==> src/rtl/mem_stage_if.sv <==
// Data-memory request/ready bus between the MEM stage (master) and data memory (slave).
interface mem_stage_if #(
   parameter int XLEN = 32
);
   logic            req;
   logic            we;
   logic [XLEN-1:0] addr;
   logic [XLEN-1:0] wdata;
   logic            ready;
   logic [XLEN-1:0] rdata;

   modport master (output req, we, addr, wdata, input ready, rdata);
   modport slave  (input req, we, addr, wdata, output ready, rdata);
endinterface

==> src/rtl/mem_stage.sv <==
// Pipeline MEM stage: ALU results pass through in one cycle; loads/stores run a
// req/ready access with timeout abort, stalling EX while the access is open.
module mem_stage #(
   parameter int XLEN    = 32,
   parameter int REGW    = 5,
   parameter int TIMEOUT = 16
) (
   input  logic            clk,
   input  logic            rst_n,
   input  logic            EX_valid,
   input  logic [XLEN-1:0] EX_alu_out,
   input  logic [XLEN-1:0] EX_b2,
   input  logic [REGW-1:0] EX_rd,
   input  logic            EX_we,
   input  logic            EX_ld,
   input  logic            EX_st,
   output logic            MEM_stall,
   mem_stage_if.master     dm,
   output logic            WB_valid,
   output logic [XLEN-1:0] WB_data,
   output logic [REGW-1:0] WB_rd,
   output logic            WB_we,
   output logic            WB_err
);
   localparam int CW = (TIMEOUT > 2) ? $clog2(TIMEOUT) : 1;
   localparam logic [CW-1:0] CNT_MAX = CW'(TIMEOUT - 1);

   typedef enum logic {IDLE, BUSY} state_t;

   typedef struct packed {
      logic            req;
      logic            we;
      logic [XLEN-1:0] addr;
      logic [XLEN-1:0] wdata;
      logic [REGW-1:0] rd;
      logic            rd_we;
      logic            ld;
   } acc_t;

   typedef struct packed {
      logic            valid;
      logic [XLEN-1:0] data;
      logic [REGW-1:0] rd;
      logic            we;
      logic            err;
   } wb_t;

   state_t        state_q, state_d;
   acc_t          acc_q, acc_d;
   wb_t           wb_q, wb_d;
   logic [CW-1:0] cnt_q, cnt_d;

   always_ff @(posedge clk or negedge rst_n) begin
      if (!rst_n) begin
         state_q <= IDLE;
         acc_q   <= '0;
         wb_q    <= '0;
         cnt_q   <= '0;
      end else begin
         state_q <= state_d;
         acc_q   <= acc_d;
         wb_q    <= wb_d;
         cnt_q   <= cnt_d;
      end
   end

   always_comb begin
      state_d = state_q;
      acc_d   = acc_q;
      wb_d    = wb_q;
      cnt_d   = cnt_q;
      case (state_q)
         IDLE: begin
            wb_d.valid = 1'b0;
            if (EX_valid) begin
               if (EX_ld || EX_st) begin
                  state_d     = BUSY;
                  acc_d.req   = 1'b1;
                  // Load takes priority when both flags are set.
                  acc_d.we    = EX_st && !EX_ld;
                  acc_d.addr  = EX_alu_out;
                  acc_d.wdata = EX_b2;
                  acc_d.rd    = EX_rd;
                  acc_d.rd_we = EX_we;
                  acc_d.ld    = EX_ld;
                  cnt_d       = '0;
               end else begin
                  wb_d.valid = 1'b1;
                  wb_d.data  = EX_alu_out;
                  wb_d.rd    = EX_rd;
                  wb_d.we    = EX_we && (EX_rd != '0);
                  wb_d.err   = 1'b0;
               end
            end
         end
         BUSY: begin
            // A ready response in the final wait cycle still completes normally.
            if (dm.ready) begin
               state_d    = IDLE;
               acc_d.req  = 1'b0;
               wb_d.valid = 1'b1;
               wb_d.err   = 1'b0;
               wb_d.rd    = acc_q.rd;
               if (acc_q.ld) begin
                  wb_d.data = dm.rdata;
                  wb_d.we   = acc_q.rd_we && (acc_q.rd != '0);
               end else begin
                  wb_d.data = '0;
                  wb_d.we   = 1'b0;
               end
            end else if (cnt_q == CNT_MAX) begin
               state_d    = IDLE;
               acc_d.req  = 1'b0;
               wb_d.valid = 1'b1;
               wb_d.err   = 1'b1;
               wb_d.rd    = acc_q.rd;
               wb_d.we    = 1'b0;
               wb_d.data  = '0;
            end else begin
               cnt_d = cnt_q + CW'(1);
            end
         end
         default: state_d = IDLE;
      endcase
   end

   assign MEM_stall = (state_q == BUSY);
   assign dm.req    = acc_q.req;
   assign dm.we     = acc_q.we;
   assign dm.addr   = acc_q.addr;
   assign dm.wdata  = acc_q.wdata;
   assign WB_valid  = wb_q.valid;
   assign WB_data   = wb_q.data;
   assign WB_rd     = wb_q.rd;
   assign WB_we     = wb_q.we;
   assign WB_err    = wb_q.err;
endmodule
==> src/flat_wrapper.sv <==
// flat-port wrapper written by rule: the top's interface ports become plain ports
module mem_stage_flat 
#(
   parameter int XLEN    = 32,
   parameter int REGW    = 5,
   parameter int TIMEOUT = 16
)
  (clk, rst_n, EX_valid, EX_alu_out, EX_b2, EX_rd, EX_we, EX_ld, EX_st, MEM_stall, WB_valid, WB_data, WB_rd, WB_we, WB_err, dm_req, dm_we, dm_addr, dm_wdata, dm_ready, dm_rdata);
  mem_stage_if #(.XLEN(XLEN)) dm_i ();
  input  logic clk;
  input  logic rst_n;
  input  logic EX_valid;
  input  logic [XLEN-1:0] EX_alu_out;
  input  logic [XLEN-1:0] EX_b2;
  input  logic [REGW-1:0] EX_rd;
  input  logic EX_we;
  input  logic EX_ld;
  input  logic EX_st;
  output logic MEM_stall;
  output logic WB_valid;
  output logic [XLEN-1:0] WB_data;
  output logic [REGW-1:0] WB_rd;
  output logic WB_we;
  output logic WB_err;
  output wire logic [$bits(dm_i.req)-1:0] dm_req;
  output wire logic [$bits(dm_i.we)-1:0] dm_we;
  output wire logic [$bits(dm_i.addr)-1:0] dm_addr;
  output wire logic [$bits(dm_i.wdata)-1:0] dm_wdata;
  input wire logic [$bits(dm_i.ready)-1:0] dm_ready;
  input wire logic [$bits(dm_i.rdata)-1:0] dm_rdata;
  assign dm_req = dm_i.req;
  assign dm_we = dm_i.we;
  assign dm_addr = dm_i.addr;
  assign dm_wdata = dm_i.wdata;
  assign dm_i.ready = dm_ready;
  assign dm_i.rdata = dm_rdata;
  mem_stage #(.XLEN(XLEN), .REGW(REGW), .TIMEOUT(TIMEOUT)) u_core (.clk(clk), .rst_n(rst_n), .EX_valid(EX_valid), .EX_alu_out(EX_alu_out), .EX_b2(EX_b2), .EX_rd(EX_rd), .EX_we(EX_we), .EX_ld(EX_ld), .EX_st(EX_st), .MEM_stall(MEM_stall), .dm(dm_i), .WB_valid(WB_valid), .WB_data(WB_data), .WB_rd(WB_rd), .WB_we(WB_we), .WB_err(WB_err));
endmodule
==> config.mk <==
export PLATFORM = sky130hd
export DESIGN_NAME = mem_stage_flat
export DESIGN_NICKNAME = d
export VERILOG_FILES = /design/src/rtl/mem_stage_if.sv /design/src/rtl/mem_stage.sv /design/src/flat_wrapper.sv
export SDC_FILE = /design/constraint.sdc
export NUM_CORES = 1
export LEC_CHECK = 0
export CORE_MARGIN = 4
export CORE_UTILIZATION = 39
export CTS_CLUSTER_DIAMETER = 30
export DETAILED_ROUTE_END_ITERATION = 7
export GPL_ROUTABILITY_DRIVEN = 0
export PLACE_DENSITY = 0.77
export SLEW_MARGIN = 10
export SYNTH_ARGS = -nofsm -noshare
export SYNTH_HDL_FRONTEND = slang
export SYNTH_SLANG_ARGS = --single-unit
==> constraint.sdc <==
create_clock -name clk -period 1.4 [get_ports clk]
set_input_delay 0.28 -clock clk [delete_from_list [all_inputs] [get_ports clk]]
set_output_delay 0.28 -clock clk [all_outputs]
set_load 0.05 [all_outputs]
; ---- Yosys cells after proc, flatten, opt, wreduce, memory -nomap -nowiden
; Index checks and enable logic that the tools add are counted.
; Widths: inputs -> output; s select.
[op_classes]
n_addsub = 1
n_eq_ne = 7
mux = 22
bitwise = 1
n_reduce_logical = 11
[ops]
columns = op, n
row1 = $mux 40, 4
row2 = $mux 73, 2
row3 = $pmux 40 s2, 1
row4 = $mux 32, 1
row5 = $mux 4, 4
row6 = $reduce_bool 5->1, 2
row7 = $reduce_and 3->1, 3
row8 = $ne 2x2->1 const B, 4
row9 = $pmux 4 s2, 1
row10 = $mux 1, 7
row11 = $add 4x1->4 const B, 1
row12 = $eq 4x4->1 const B, 1
row13 = $pmux 1 s2, 2
row14 = $reduce_and 4->1, 1
row15 = $logic_and 1x1->1, 3
row16 = $ne 3x3->1 const B, 1
row17 = $ne 2x1->1 const B, 1
row18 = $logic_not 1->1, 1
row19 = $logic_or 1x1->1, 1
row20 = $not 1->1, 1
[totals]
ff_bits = 118
out_inout_bits = 107
wordCells = 56

; ---- Logic depth before layout (Yosys ltp)
; Gate-level depths: netlist of run 1.
[logic_depth]
ltp_word = 5
ltp_mapped = 6
depth_no_buf = 4

; ---- Least setup slack after synthesis of run 1
; No wires, ideal clock.
[synth_path]
kind = register to register
from = register u_core.state_q, in the netlist u_core.MEM_stall
to = register u_core.wb_q, in the netlist u_core.WB_rd[0]
setup_time_ns = 0.125
arrival_ns = 1.603
slack_ns = -0.327
path_stages_with_launch = 5
path_buffers = 2
synth_period_minus_slack_ns = 1.727
path_cell_list = dfrtp_1 -> buf_2 -> a2bb2oi_2 -> buf_4 -> mux2_2
[synth_via]
elab_chain_len = 3
[synth_lines]
columns = element, line_no
row1 = start: declaration, mem_stage.sv:48  ; state_t state_q, state_d;
row2 = start signal: assignment, mem_stage.sv:60  ; state_q <= state_d;
row3 = $not 1->1 (no source line), --
row4 = $ne 2x2->1 (no source line), --
row5 = $reduce_and 3->1 (no source line), --
row6 = end signal: assignment, mem_stage.sv:62  ; wb_q <= wb_d;
row7 = end: declaration, mem_stage.sv:50  ; wb_t wb_q, wb_d;
; Parallel ways exist; a longest one is shown, timed or not.
; A chain may end at the register's enable or synchronous reset.

; ---- Worst setup path after layout of run 1
[layout_path]
from = register u_core.state_q, in the netlist u_core.MEM_stall
to = register u_core.acc_q[5] in the netlist's numbering
[layout_via]
elab_chain_len = 2
[layout_lines]
columns = element, line_no
row1 = $not 1->1 (no source line), --
row2 = $reduce_and 3->1 (no source line), --
row3 = end signal: assignment, mem_stage.sv:56  ; acc_q <= '0;
row4 = end signal: assignment, mem_stage.sv:61  ; acc_q <= acc_d;
row5 = end: declaration, mem_stage.sv:49  ; acc_t acc_q, acc_d;
; No other way between the ends.

==> summary.txt, run 1 <==
Status
  • Status: complete, but fails checks
  • Failing checks: negative setup slack

Cells and area
  • Fin cells: 803
  • # nets final: 725
  • Post-route cell area: 0.00963 mm²
  • Synthesis-to-finish area growth: 82.4%
  • Fraction of layout cells with a size suffix above 1: 0.494
  • Commonest non-fill, non-tap cells in the layout: buf_12, dfrtp_1, clkdlybuf4s50_1
  • N_diodes: 0
  • Finished Core Util: 0.728

Die
  • Core area: 0.0132 mm²
  • Die ar.: 0.0155 mm²
  • Row count: 42
  • Die height: 124 µm
  • Initial Utilization: 0.399
  • I/O Pins: 215
  • Die width: 124 µm

Placed design
  • Hpwl dp: 11200 µm
  • # port buffers: 214
  • DP Area: 0.00845 mm²
  • Place WS: -602 ps
  • Placed Instances: 758

Global route
  • Grt total ovfl: 0
  • Global-route wire length before repair: 24300 µm
  • Largest net degree at the start of global routing: 47
  • Initial antenna violation count: 0
  • Gr usage total: 0.201
  • Vias in the first global route: 4407

STA
  • Final setup TNS: -5220 ps
  • Final-report max-slew violation count: 0
  • Max Clock Freq: 672 MHz
  • Minimum clock period: 1490 ps
  • Hold slack final: 238 ps
  • Number of endpoints with negative hold slack in the final report: 0
  • Final period utilization: 1.06
  • Slew HR: 0.745
  • Slew @ Worst Pin: 383 ps
  • RSZ-0062 raised after global routing: true
  • Post-layout worst setup margin: -88.1 ps
  • Setup Skew: 8.13 ps
  • Setup violations, final: 91

CTS
  • Worst skew pair latency: 400 ps
  • Num CTS Buffers: 17
  • Root Driver: clkbuf_16
  • CTS tree: done
  • Max H-tree Level: 4
  • Clk slew on worst S/H paths: 50 ps
  • Clk buf depth: 2
  • CTS Sinks: 118

Yosys
  • Synth top area share: 0.559
  • Post-synth ARST share: 1.00
  • Leading area contributor after synthesis: dfrtp_1
  • Top FF cell, synth: dfrtp_1
  • Cell area after synthesis: 0.00528 mm²
  • Yosys Warn Count: 0
  • Syn_nets: 527
  • Syn_area_per_cell: 12.6 µm²
  • Synth cell types: 32
  • Area contributors post-synth: dfrtp_1, mux2_2, buf_4
  • Post-synthesis register bit count: 118
  • Post-synthesis sequential area ratio: 0.559
  • Cells after Synth: 418
  • Number of enable flip-flop cells after synthesis: 0

Drt
  • Vias: 3940
  • Met2 WL: 9010 µm
  • DRC: 0
  • Final ANT Viol Nets: 0
  • Initial DRT Pass Iterations: 4
  • Via-to-Cell Ratio: 4.91
  • M1 wire length: 6490 µm
  • Routed wl met3: 939 µm
  • Drt wl/cell: 20.9 µm
  • Final WL: 16700 µm
  • DRT iter0 DRCs: 177
  • Highest Signal Layer: met4

Power and ir drop
  • Peak supply drop: 0.953 mV
  • Power after layout: 17.3 mW
  • Leakage: 4.17 nW
  • P per Cell Area: 1800 mW/mm²

Setup path
  • CP max FO: 18
  • Max stage delay on crit path: 450 ps
  • Flop-to-flop setup slack: -90 ps
  • Worst Path Buf+Inv: 1
  • Worst setup SP type: flop
  • Worst Path Arrival: 1770 ps
  • CP Data Required Time: 1680 ps
  • Crit. End Element: flop
  • Critical path's slowest cell: dfrtp_2
  • Cells along the critical path: nand2b_4 -> or2_4 -> buf_12 -> mux2_2
  • Kind of cell adding the most delay to the critical path: simple AND/OR/NAND/NOR gates
  • Setup CP Type: flop to flop

Worst hold path
  • Hold Crit Class: primary input to asynchronous set/reset pin

Job
  • Max capacitance violation total: 0
[worst paths after layout]
kind,start,to,cells past startpoint
min reg2reg,u_core.acc_q[0],u_core.acc_q[0],1
min,rst_n,u_core.dm.wdata[21],2
max,u_core.MEM_stall,u_core.acc_q[5],4
min in group clk,EX_ld,u_core.dm.we,3
max in group asynchronous,rst_n,u_core.dm.addr[19],3
max reg2reg,u_core.MEM_stall,u_core.acc_q[5],4
[flip-flops by register name, indices dropped and copies added (netlist names)]
| register | flops |
|---|---|
| u_core.WB_rd | 5 |
| u_core.MEM_stall | 1 |
| u_core.WB_we | 1 |
| u_core.cnt_q | 4 |
| u_core.dm.wdata | 32 |
| u_core.dm.we | 1 |
| u_core.WB_valid | 1 |
| u_core.dm.addr | 32 |
| u_core.WB_err | 1 |
| u_core.WB_data | 32 |
| u_core.dm.req | 1 |
| u_core.acc_q | 7 |
[kinds of logic (layout without fill, tap and decap cells)]
family	after synthesis	count (layout)	share of synthesized area
flops	118	118	0.559
compound gates	83	83	0.104
fa+ha+maj	1	1	0.00237
buf+inv	119	328	0.144
simple gates	18	18	0.0223
mux	79	79	0.168
[worst reg2reg max path, stage by stage, from the launching register on]
cell and delay [ps]:
dfrtp_2 450, nand2b_4 170, or2_4 280, buf_12 180, mux2_2 290
[synthesized netlist by cell type, types with 2 or more instances]
master and number:
a22o_1 5, a22oi_1 32, a31o_2 2, and3_1 3, buf_2 9, buf_4 65
buf_6 8, clkbuf_1 3, dfrtp_1 118, inv_1 34, mux2_1 2, mux2_2 75
mux2i_1 2, nand3_1 2, nor2_2 2, o211ai_1 3, o21ai_0 36, o22ai_1 2
or4_1 2
[cell type report]
cell class	instances	area, µm²
Clock buffer	27	523
Clock inverter	3	40.0
Inverter	34	128
Sequential cell	118	2950
Fill cell	844	3610
Timing Repair Buffer	264	3870
Multi-Input combinational cell	181	1900
Tap cell	176	220
[what timing repair did]
action / in CTS / in global routing
hold buffers: 1 / 0
pin swaps: 3 / 16
hold endpoints to repair: 118 / 0
buffers inserted: 6 / 1
setup endpoints to repair: 113 / 115
gates cloned: 2 / 5
resized for setup: 48 / 75
[where the power goes]
part | internal (mW) | switching [mW]
combinational | 4.15 | 3.94
clock | 2.70 | 1.43
sequential | 4.23 | 0.899
[layer usage]
layer,up-vias,global-route usage
met4,0,0.0787
met3,25,0.0613
li1,1786,-
met2,159,0.353
met5,-,0
met1,1970,0.230
Power figures use the tool's default switching activity.
==> run 2, diff against run 1 <==
- ABC_CLOCK_PERIOD_IN_PS: unset -> 1400
- CAP_MARGIN: unset -> 30
==> results of run 2 <==
No change in the layout: final DEF, timing and power equal those of run 1.
